[src/rtl/uart_cfg_ctrl.sv]
// uart_cfg_ctrl: drains UART receiver bytes into 3-byte {op,hi,lo} commands and
// drives the receiver's baud/match/mask configuration plus the gated trigger output.
module uart_cfg_ctrl #(
  parameter logic [15:0] BAUD_DFLT   = 16'd2604,
  parameter logic [15:0] BAUD_MIN    = 16'd16,
  parameter logic [19:0] TIMEOUT_CYC = 20'd65536
) (
  input  logic        clk,
  input  logic        rst_n,
  input  logic        rdy,
  input  logic [7:0]  rx_data,
  input  logic        uart_trig,
  output logic        clr_rdy,
  output logic [15:0] baud_cnt,
  output logic [7:0]  match,
  output logic [7:0]  mask,
  output logic        trig_en,
  output logic        trig_out,
  output logic        cmd_done,
  output logic        cmd_err
);
  typedef enum logic [1:0] {IDLE, GOT_OP, GOT_HI, EXEC} state_t;
  localparam logic [19:0] TO_LAST = TIMEOUT_CYC - 20'd1;
  state_t      r_state;
  logic [7:0]  r_op, r_hi, r_lo;
  logic [19:0] r_cnt;
  logic        r_clr_rdy, r_trig_en, r_trig_out, r_done, r_err;
  logic [15:0] r_baud;
  logic [7:0]  r_match, r_mask;
  logic        w_accept, w_wait, w_timeout;
  logic [15:0] w_val;
  // No accept in EXEC or while acknowledging, so a held rdy is never double-counted.
  assign w_accept  = rdy & ~r_clr_rdy & (r_state != EXEC);
  assign w_wait    = (r_state == GOT_OP) | (r_state == GOT_HI);
  assign w_timeout = w_wait & ~w_accept & (r_cnt == TO_LAST);
  assign w_val     = {r_hi, r_lo};
  always_ff @(posedge clk or negedge rst_n) begin
    if (!rst_n) begin
      r_state    <= IDLE;
      r_op       <= 8'h00;
      r_hi       <= 8'h00;
      r_lo       <= 8'h00;
      r_cnt      <= 20'd0;
      r_clr_rdy  <= 1'b0;
      r_baud     <= BAUD_DFLT;
      r_match    <= 8'h00;
      r_mask     <= 8'hFF;
      r_trig_en  <= 1'b0;
      r_trig_out <= 1'b0;
      r_done     <= 1'b0;
      r_err      <= 1'b0;
    end else begin
      r_clr_rdy  <= w_accept;
      r_trig_out <= uart_trig & r_trig_en;
      r_done     <= 1'b0;
      r_err      <= 1'b0;
      r_cnt      <= (w_accept | ~w_wait | w_timeout) ? 20'd0 : r_cnt + 20'd1;
      case (r_state)
        IDLE: if (w_accept) begin
          r_op    <= rx_data;
          r_state <= GOT_OP;
        end
        GOT_OP: if (w_accept) begin
          r_hi    <= rx_data;
          r_state <= GOT_HI;
        end else if (w_timeout) begin
          r_state <= IDLE;
          r_err   <= 1'b1;
        end
        GOT_HI: if (w_accept) begin
          r_lo    <= rx_data;
          r_state <= EXEC;
        end else if (w_timeout) begin
          r_state <= IDLE;
          r_err   <= 1'b1;
        end
        EXEC: begin
          r_state <= IDLE;
          case (r_op)
            8'h00: r_done <= 1'b1;
            8'h01: if (w_val < BAUD_MIN) r_err <= 1'b1;
                   else begin
                     r_baud <= w_val;
                     r_done <= 1'b1;
                   end
            8'h02: begin
              r_match <= r_lo;
              r_done  <= 1'b1;
            end
            8'h03: begin
              r_mask <= r_lo;
              r_done <= 1'b1;
            end
            8'h04: begin
              r_trig_en <= r_lo[0];
              r_done    <= 1'b1;
            end
            8'h05: begin
              r_baud    <= BAUD_DFLT;
              r_match   <= 8'h00;
              r_mask    <= 8'hFF;
              r_trig_en <= 1'b0;
              r_done    <= 1'b1;
            end
            default: r_err <= 1'b1;
          endcase
        end
        default: r_state <= IDLE;
      endcase
    end
  end
  assign clr_rdy  = r_clr_rdy;
  assign baud_cnt = r_baud;
  assign match    = r_match;
  assign mask     = r_mask;
  assign trig_en  = r_trig_en;
  assign trig_out = r_trig_out;
  assign cmd_done = r_done;
  assign cmd_err  = r_err;
endmodule

[config.mk]
export PLATFORM = sky130hd
export DESIGN_NAME = uart_cfg_ctrl
export DESIGN_NICKNAME = d
export VERILOG_FILES = /design/src/rtl/uart_cfg_ctrl.sv
export SDC_FILE = /design/constraint.sdc
export NUM_CORES = 1
export LEC_CHECK = 0
export BUFFER_PORTS_ARGS = -buffer_cell sky130_fd_sc_hd__buf_2
export CAP_MARGIN = 10
export CORE_ASPECT_RATIO = 0.8
export CORE_MARGIN = 5
export CORE_UTILIZATION = 47
export DETAILED_ROUTE_END_ITERATION = 7
export GPL_ROUTABILITY_DRIVEN = 0
export GPL_TIMING_DRIVEN = 0
export PLACE_DENSITY = 0.75
export RECOVER_POWER = 100
export SLEW_MARGIN = 15
export SYNTH_ARGS = -nofsm -noshare
export SYNTH_HDL_FRONTEND = slang
export SYNTH_SLANG_ARGS = --single-unit
[constraint.sdc]
create_clock -name clk -period 3.1 [get_ports clk]
set_clock_uncertainty 0.05 [all_clocks]
set_input_delay 0.155 -clock clk [delete_from_list [all_inputs] [get_ports clk]]
set_output_delay 0.155 -clock clk [all_outputs]
set_load 0.1 [all_outputs]
==> metrics.txt <==
# TYPE chip_impl_metric gauge
chip_impl_metric{name="groute.usage.overall",unit="%"} 17.2
chip_impl_metric{name="filler_cell_count",unit=""} 721
chip_impl_metric{name="post_synth_instance_area",unit="um^2"} 3860
chip_impl_metric{name="multiInputGateArea",unit="um^2"} 1600
chip_impl_metric{name="bufs_and_invs_on_worst_path",unit=""} 3
chip_impl_metric{name="netlist.area_leader.share",unit="%"} 45.4
chip_impl_metric{name="synth_async_sr_flop_share",unit="%"} 100
chip_impl_info{name="dominantRegCellSynth",value="dfrtp_1"} 1
chip_impl_metric{name="post-route-drc-count",unit=""} 0
chip_impl_metric{name="core-area",unit="um^2"} 7980
chip_impl_metric{name="wl_per_cell",unit="um"} 16.1
chip_impl_metric{name="setup_viol",unit=""} 0
chip_impl_metric{name="fp-row-count",unit=""} 29
chip_impl_metric{name="crit_fanout",unit=""} 10
chip_impl_metric{name="globalRouteOverflowTotal",unit=""} 0
chip_impl_metric{name="period_minus_slack",unit="ns"} 2.75
chip_impl_metric{name="clock_insertion_delay_worst_skew",unit="ns"} 0.37
chip_impl_metric{name="leakage",unit="nW"} 1.90
chip_impl_metric{name="cts_hold_buffers",unit=""} 2
chip_impl_info{name="grt_setup_unrepaired",value="no"} 1
chip_impl_metric{name="crit_arrival",unit="ns"} 2.96
chip_impl_metric{name="synth_warnings",unit=""} 0
chip_impl_metric{name="final_critical_path_setup_slack",unit="ns"} 0.353
chip_impl_info{name="timing.hold.worst.class",value="in -> reg"} 1
chip_impl_metric{name="synth-seq-area-share",unit="%"} 54.3
chip_impl_info{name="setup.worst_path.end_class",value="flop"} 1
chip_impl_metric{name="synth-edff-count",unit=""} 0
chip_impl_metric{name="number_of_cells_traversed_by_the_worst_hold_path",unit=""} 3
chip_impl_metric{name="wl",unit="mm"} 8.43
chip_impl_metric{name="via_total_after_detailed_routing",unit=""} 2843
chip_impl_metric{name="layout-drive-gt1-share",unit="%"} 18.6
chip_impl_metric{name="area.growth.synth_to_final",unit="%"} 15.2
chip_impl_info{name="failed_checks",value="capacitance limit, slew limit"} 1
chip_impl_metric{name="wire_length_of_the_first_global_routing_pass",unit="mm"} 14.1
chip_impl_metric{name="cap_viol_max_count",unit=""} 1
chip_impl_metric{name="cts_setup_buffers",unit=""} 0
chip_impl_metric{name="final.setup.tns",unit="ns"} 0
chip_impl_metric{name="final-seq-area",unit="um^2"} 2090
chip_impl_metric{name="grt_pass1_vias",unit=""} 2775
chip_impl_metric{name="design.die.area",unit="um^2"} 10100
chip_impl_info{name="crit_path_frequent_cell",value="clkbuf_1"} 1
chip_impl_info{name="clock_tree.root_cell",value="clkbuf_8"} 1
chip_impl_metric{name="relSlewSlack",unit="%"} -1.09
chip_impl_metric{name="detail_route.iter0.violations",unit=""} 233
chip_impl_metric{name="max_stage_delay",unit="ns"} 0.63
chip_impl_metric{name="final_min_period_over_clock_period",unit="%"} 88.6
chip_impl_info{name="yosysTopAreaCell",value="dfrtp_1"} 1
chip_impl_info{name="reg2reg_from",value="r_op[7]$_DFFE_PN0P_"} 1
chip_impl_metric{name="antenna_violating_nets_post_route",unit=""} 0
chip_impl_info{name="crit_type",value="reg -> reg"} 1
chip_impl_metric{name="dp_hpwl",unit="mm"} 5.89
chip_impl_info{name="critPathSlowestCell",value="or4_1"} 1
chip_impl_metric{name="ys_ff_latch",unit=""} 83
chip_impl_info{name="run_status",value="finished, violations left"} 1
chip_impl_metric{name="synth.net_count",unit=""} 366
chip_impl_metric{name="layout.core_utilization",unit="%"} 55.7
chip_impl_info{name="crit_chain",value="or4_1 > or3_1 > clkbuf_1 > a21o_1 > clkbuf_1 > buf_12 > mux2_1"} 1
chip_impl_metric{name="cts_htree_levels",unit=""} 3
chip_impl_metric{name="fmaxAchievable",unit="GHz"} 0.364
chip_impl_metric{name="grt_antenna_before_repair",unit=""} 0
chip_impl_metric{name="pwr_density_cell",unit="nW/um^2"} 902
chip_impl_metric{name="num_io_pins",unit=""} 49
chip_impl_info{name="start_kind",value="flop"} 1
chip_impl_metric{name="place_ws",unit="ns"} 0.601
chip_impl_metric{name="antenna-diode-count",unit=""} 0
chip_impl_metric{name="die-height",unit="um"} 91.0
chip_impl_metric{name="irDropWorstVdd",unit="mV"} 0.588
chip_impl_metric{name="worst_ep_required_time",unit="ns"} 3.31
chip_impl_metric{name="synth.avg_cell_area",unit="um^2"} 11.1
chip_impl_metric{name="viasPerCell",unit=""} 5.44
chip_impl_info{name="ys_top_cells_by_area",value="dfrtp_1, dfstp_2, mux2_2"} 1
chip_impl_info{name="holdCritStartpoint",value="rx_data[2]"} 1
chip_impl_metric{name="rr_worst_depth",unit=""} 7
chip_impl_info{name="setup.worst_path.start",value="r_op[7]$_DFFE_PN0P_"} 1
chip_impl_metric{name="worstSetupPathDepth",unit=""} 7
chip_impl_metric{name="numCtsBuffers",unit=""} 9
chip_impl_metric{name="tightest_slew",unit="ns"} 1.52
chip_impl_info{name="tritoncts",value="done"} 1
chip_impl_metric{name="postCtsResizedCells",unit=""} 0
chip_impl_metric{name="floorplan.initialDensity",unit="%"} 48.3
chip_impl_metric{name="synth_cell_type_count",unit=""} 46
chip_impl_metric{name="die_width",unit="um"} 111
chip_impl_metric{name="postSynthCellCount",unit=""} 348
chip_impl_metric{name="final-hold-violation-count",unit=""} 0
chip_impl_metric{name="drt-pass1-iter-count",unit=""} 5
chip_impl_metric{name="grt_max_degree",unit=""} 57
chip_impl_info{name="critical-path-top-delay-family",value="simple AND/OR/NAND/NOR gates"} 1
chip_impl_metric{name="clk_pin_slew_worst_setup_hold_paths",unit="ns"} 0.10
chip_impl_metric{name="drv_slew",unit=""} 29
chip_impl_metric{name="total_clock_sinks",unit=""} 83
chip_impl_metric{name="max-clock-path-buffers",unit=""} 2
chip_impl_metric{name="port_buffers",unit=""} 48
chip_impl_metric{name="finish.net_count",unit=""} 428
routing by layer:
metal | vias to the layer above | track usage, % | part of all wire [%]
met2 | 90 | 25.4 | 46
met1 | 1395 | 24.6 | 47
met3 | 7 | 5.32 | 6.5
li1 | 1351 | - | -
met5 | - | 0 | 0
met4 | 0 | 4.56 | 1.1
worst reg2reg max path, delay by kind of cell, from the launching register on:
kind | cells | cell delay (ns)
buffers and inverters | 3 | 0.69
flip-flops | 1 | 0.38
multiplexers | 1 | 0.30
AO/OA/AOI/OAI | 1 | 0.21
AND/OR/NAND/NOR | 2 | 1.01
power by group:
part / internal, W / total [W] / switching [W]
logic: 0.000423 / 0.00140 / 0.000978
clock network: 0.000623 / 0.00103 / 0.000411
registers: 0.00133 / 0.00157 / 0.000240
cell families (layout without fill, tap and decap cells):
group                    count (synthesis)  in the layout  synth area share (%)
AO/OA/AOI/OAI                           54             54                  8.60
buffers and inverters                   29             96                  3.67
multiplexers                            42             42                  12.5
adder cells (fa/ha/maj)                  6              6                  1.95
XOR/XNOR                                12             12                  2.72
flip-flops                              83             83                  54.3
AND/OR/NAND/NOR                        122            122                  16.3
metrics by stage:
stage	total power [W]	std cells	area, um^2	hold slack [ns]
final	0.00401	523	4440	0.00502
after global routing	0.00422	523	4440	0.000967
after CTS	0.00407	523	4550	0.000697
after detailed placement	0.00303	505	4260	0.0621
after global placement	0.00298	504	4230	0.323
after floorplan	0.00267	348	3860	-0.191
sequential cells by signal, summed over array words and instances, names as in the netlist:
register and count:
baud_cnt 16, clr_rdy 1, cmd_done 1, cmd_err 1, mask 8, match 8, r_cnt 20, r_hi 8
r_lo 8, r_op 8, r_state 2, trig_en 1, trig_out 1
area by class of cell:
type / count / share of cell area (%)
clock inverters: 7 / 3.29
flip-flops and latches: 83 / 47.1
clock buffers: 9 / 2.79
repair buffers: 51 / 4.95
plain buffers: 16 / 1.72
multi-input cells: 236 / 36.0
well taps: 108 / 3.04
inverters: 13 / 1.10
synthesized netlist by cell type (2+ instances only):
master and instances:
clkbuf_1 10, nor2_1 41, and2_1 4, ha_1 6
nand3b_1 3, nand2_1 20, mux2_2 30, xnor2_1 8
nor4_1 6, nand3_1 5, inv_1 13, mux2i_1 7
mux2_4 5, a21oi_1 25, and3_1 2, nor2b_1 12
o31ai_1 3, o22ai_1 3, or4_1 3, dfrtp_1 70
o21ai_0 8, buf_6 2, a311oi_1 8, buf_1 2
or2_2 3, xor2_1 4, or3_1 4, nand4_1 7
dfstp_2 13, nor3_1 5
cell usage in the layout, fill, tap and decap left out, types with 3 or more instances in the layout:
cell type / n
bufinv_16: 4
or2_2: 3
dfrtp_1: 70
clkbuf_1: 52
mux2_1: 5
inv_1: 13
mux2i_1: 7
nand3b_1: 3
or4_1: 4
o22ai_1: 3
ha_1: 6
o21ai_0: 8
dfstp_2: 13
nor3_1: 5
nor2_1: 41
mux2_2: 30
nor2b_1: 12
clkbuf_8: 9
o31ai_1: 3
nor4_1: 6
a21oi_1: 25
a311oi_1: 8
xor2_1: 4
nand3_1: 5
nand2_1: 20
or3_1: 4
xnor2_1: 8
buf_2: 10
nand4_1: 7
worst paths after layout:
kind | slack [ns] | endpoint
max | 0.35 | baud_cnt[10]$_DFFE_PN0P_
min reg2reg | 0.42 | baud_cnt[9]$_DFFE_PN1P_
max in group asynchronous | 0.76 | r_op[0]$_DFFE_PN0P_
min in group asynchronous | 0.65 | trig_out$_DFF_PN0_
max reg2reg | 0.35 | baud_cnt[10]$_DFFE_PN0P_
min | 0.005 | r_op[2]$_DFFE_PN0P_
(Power assumes the default switching activity.)
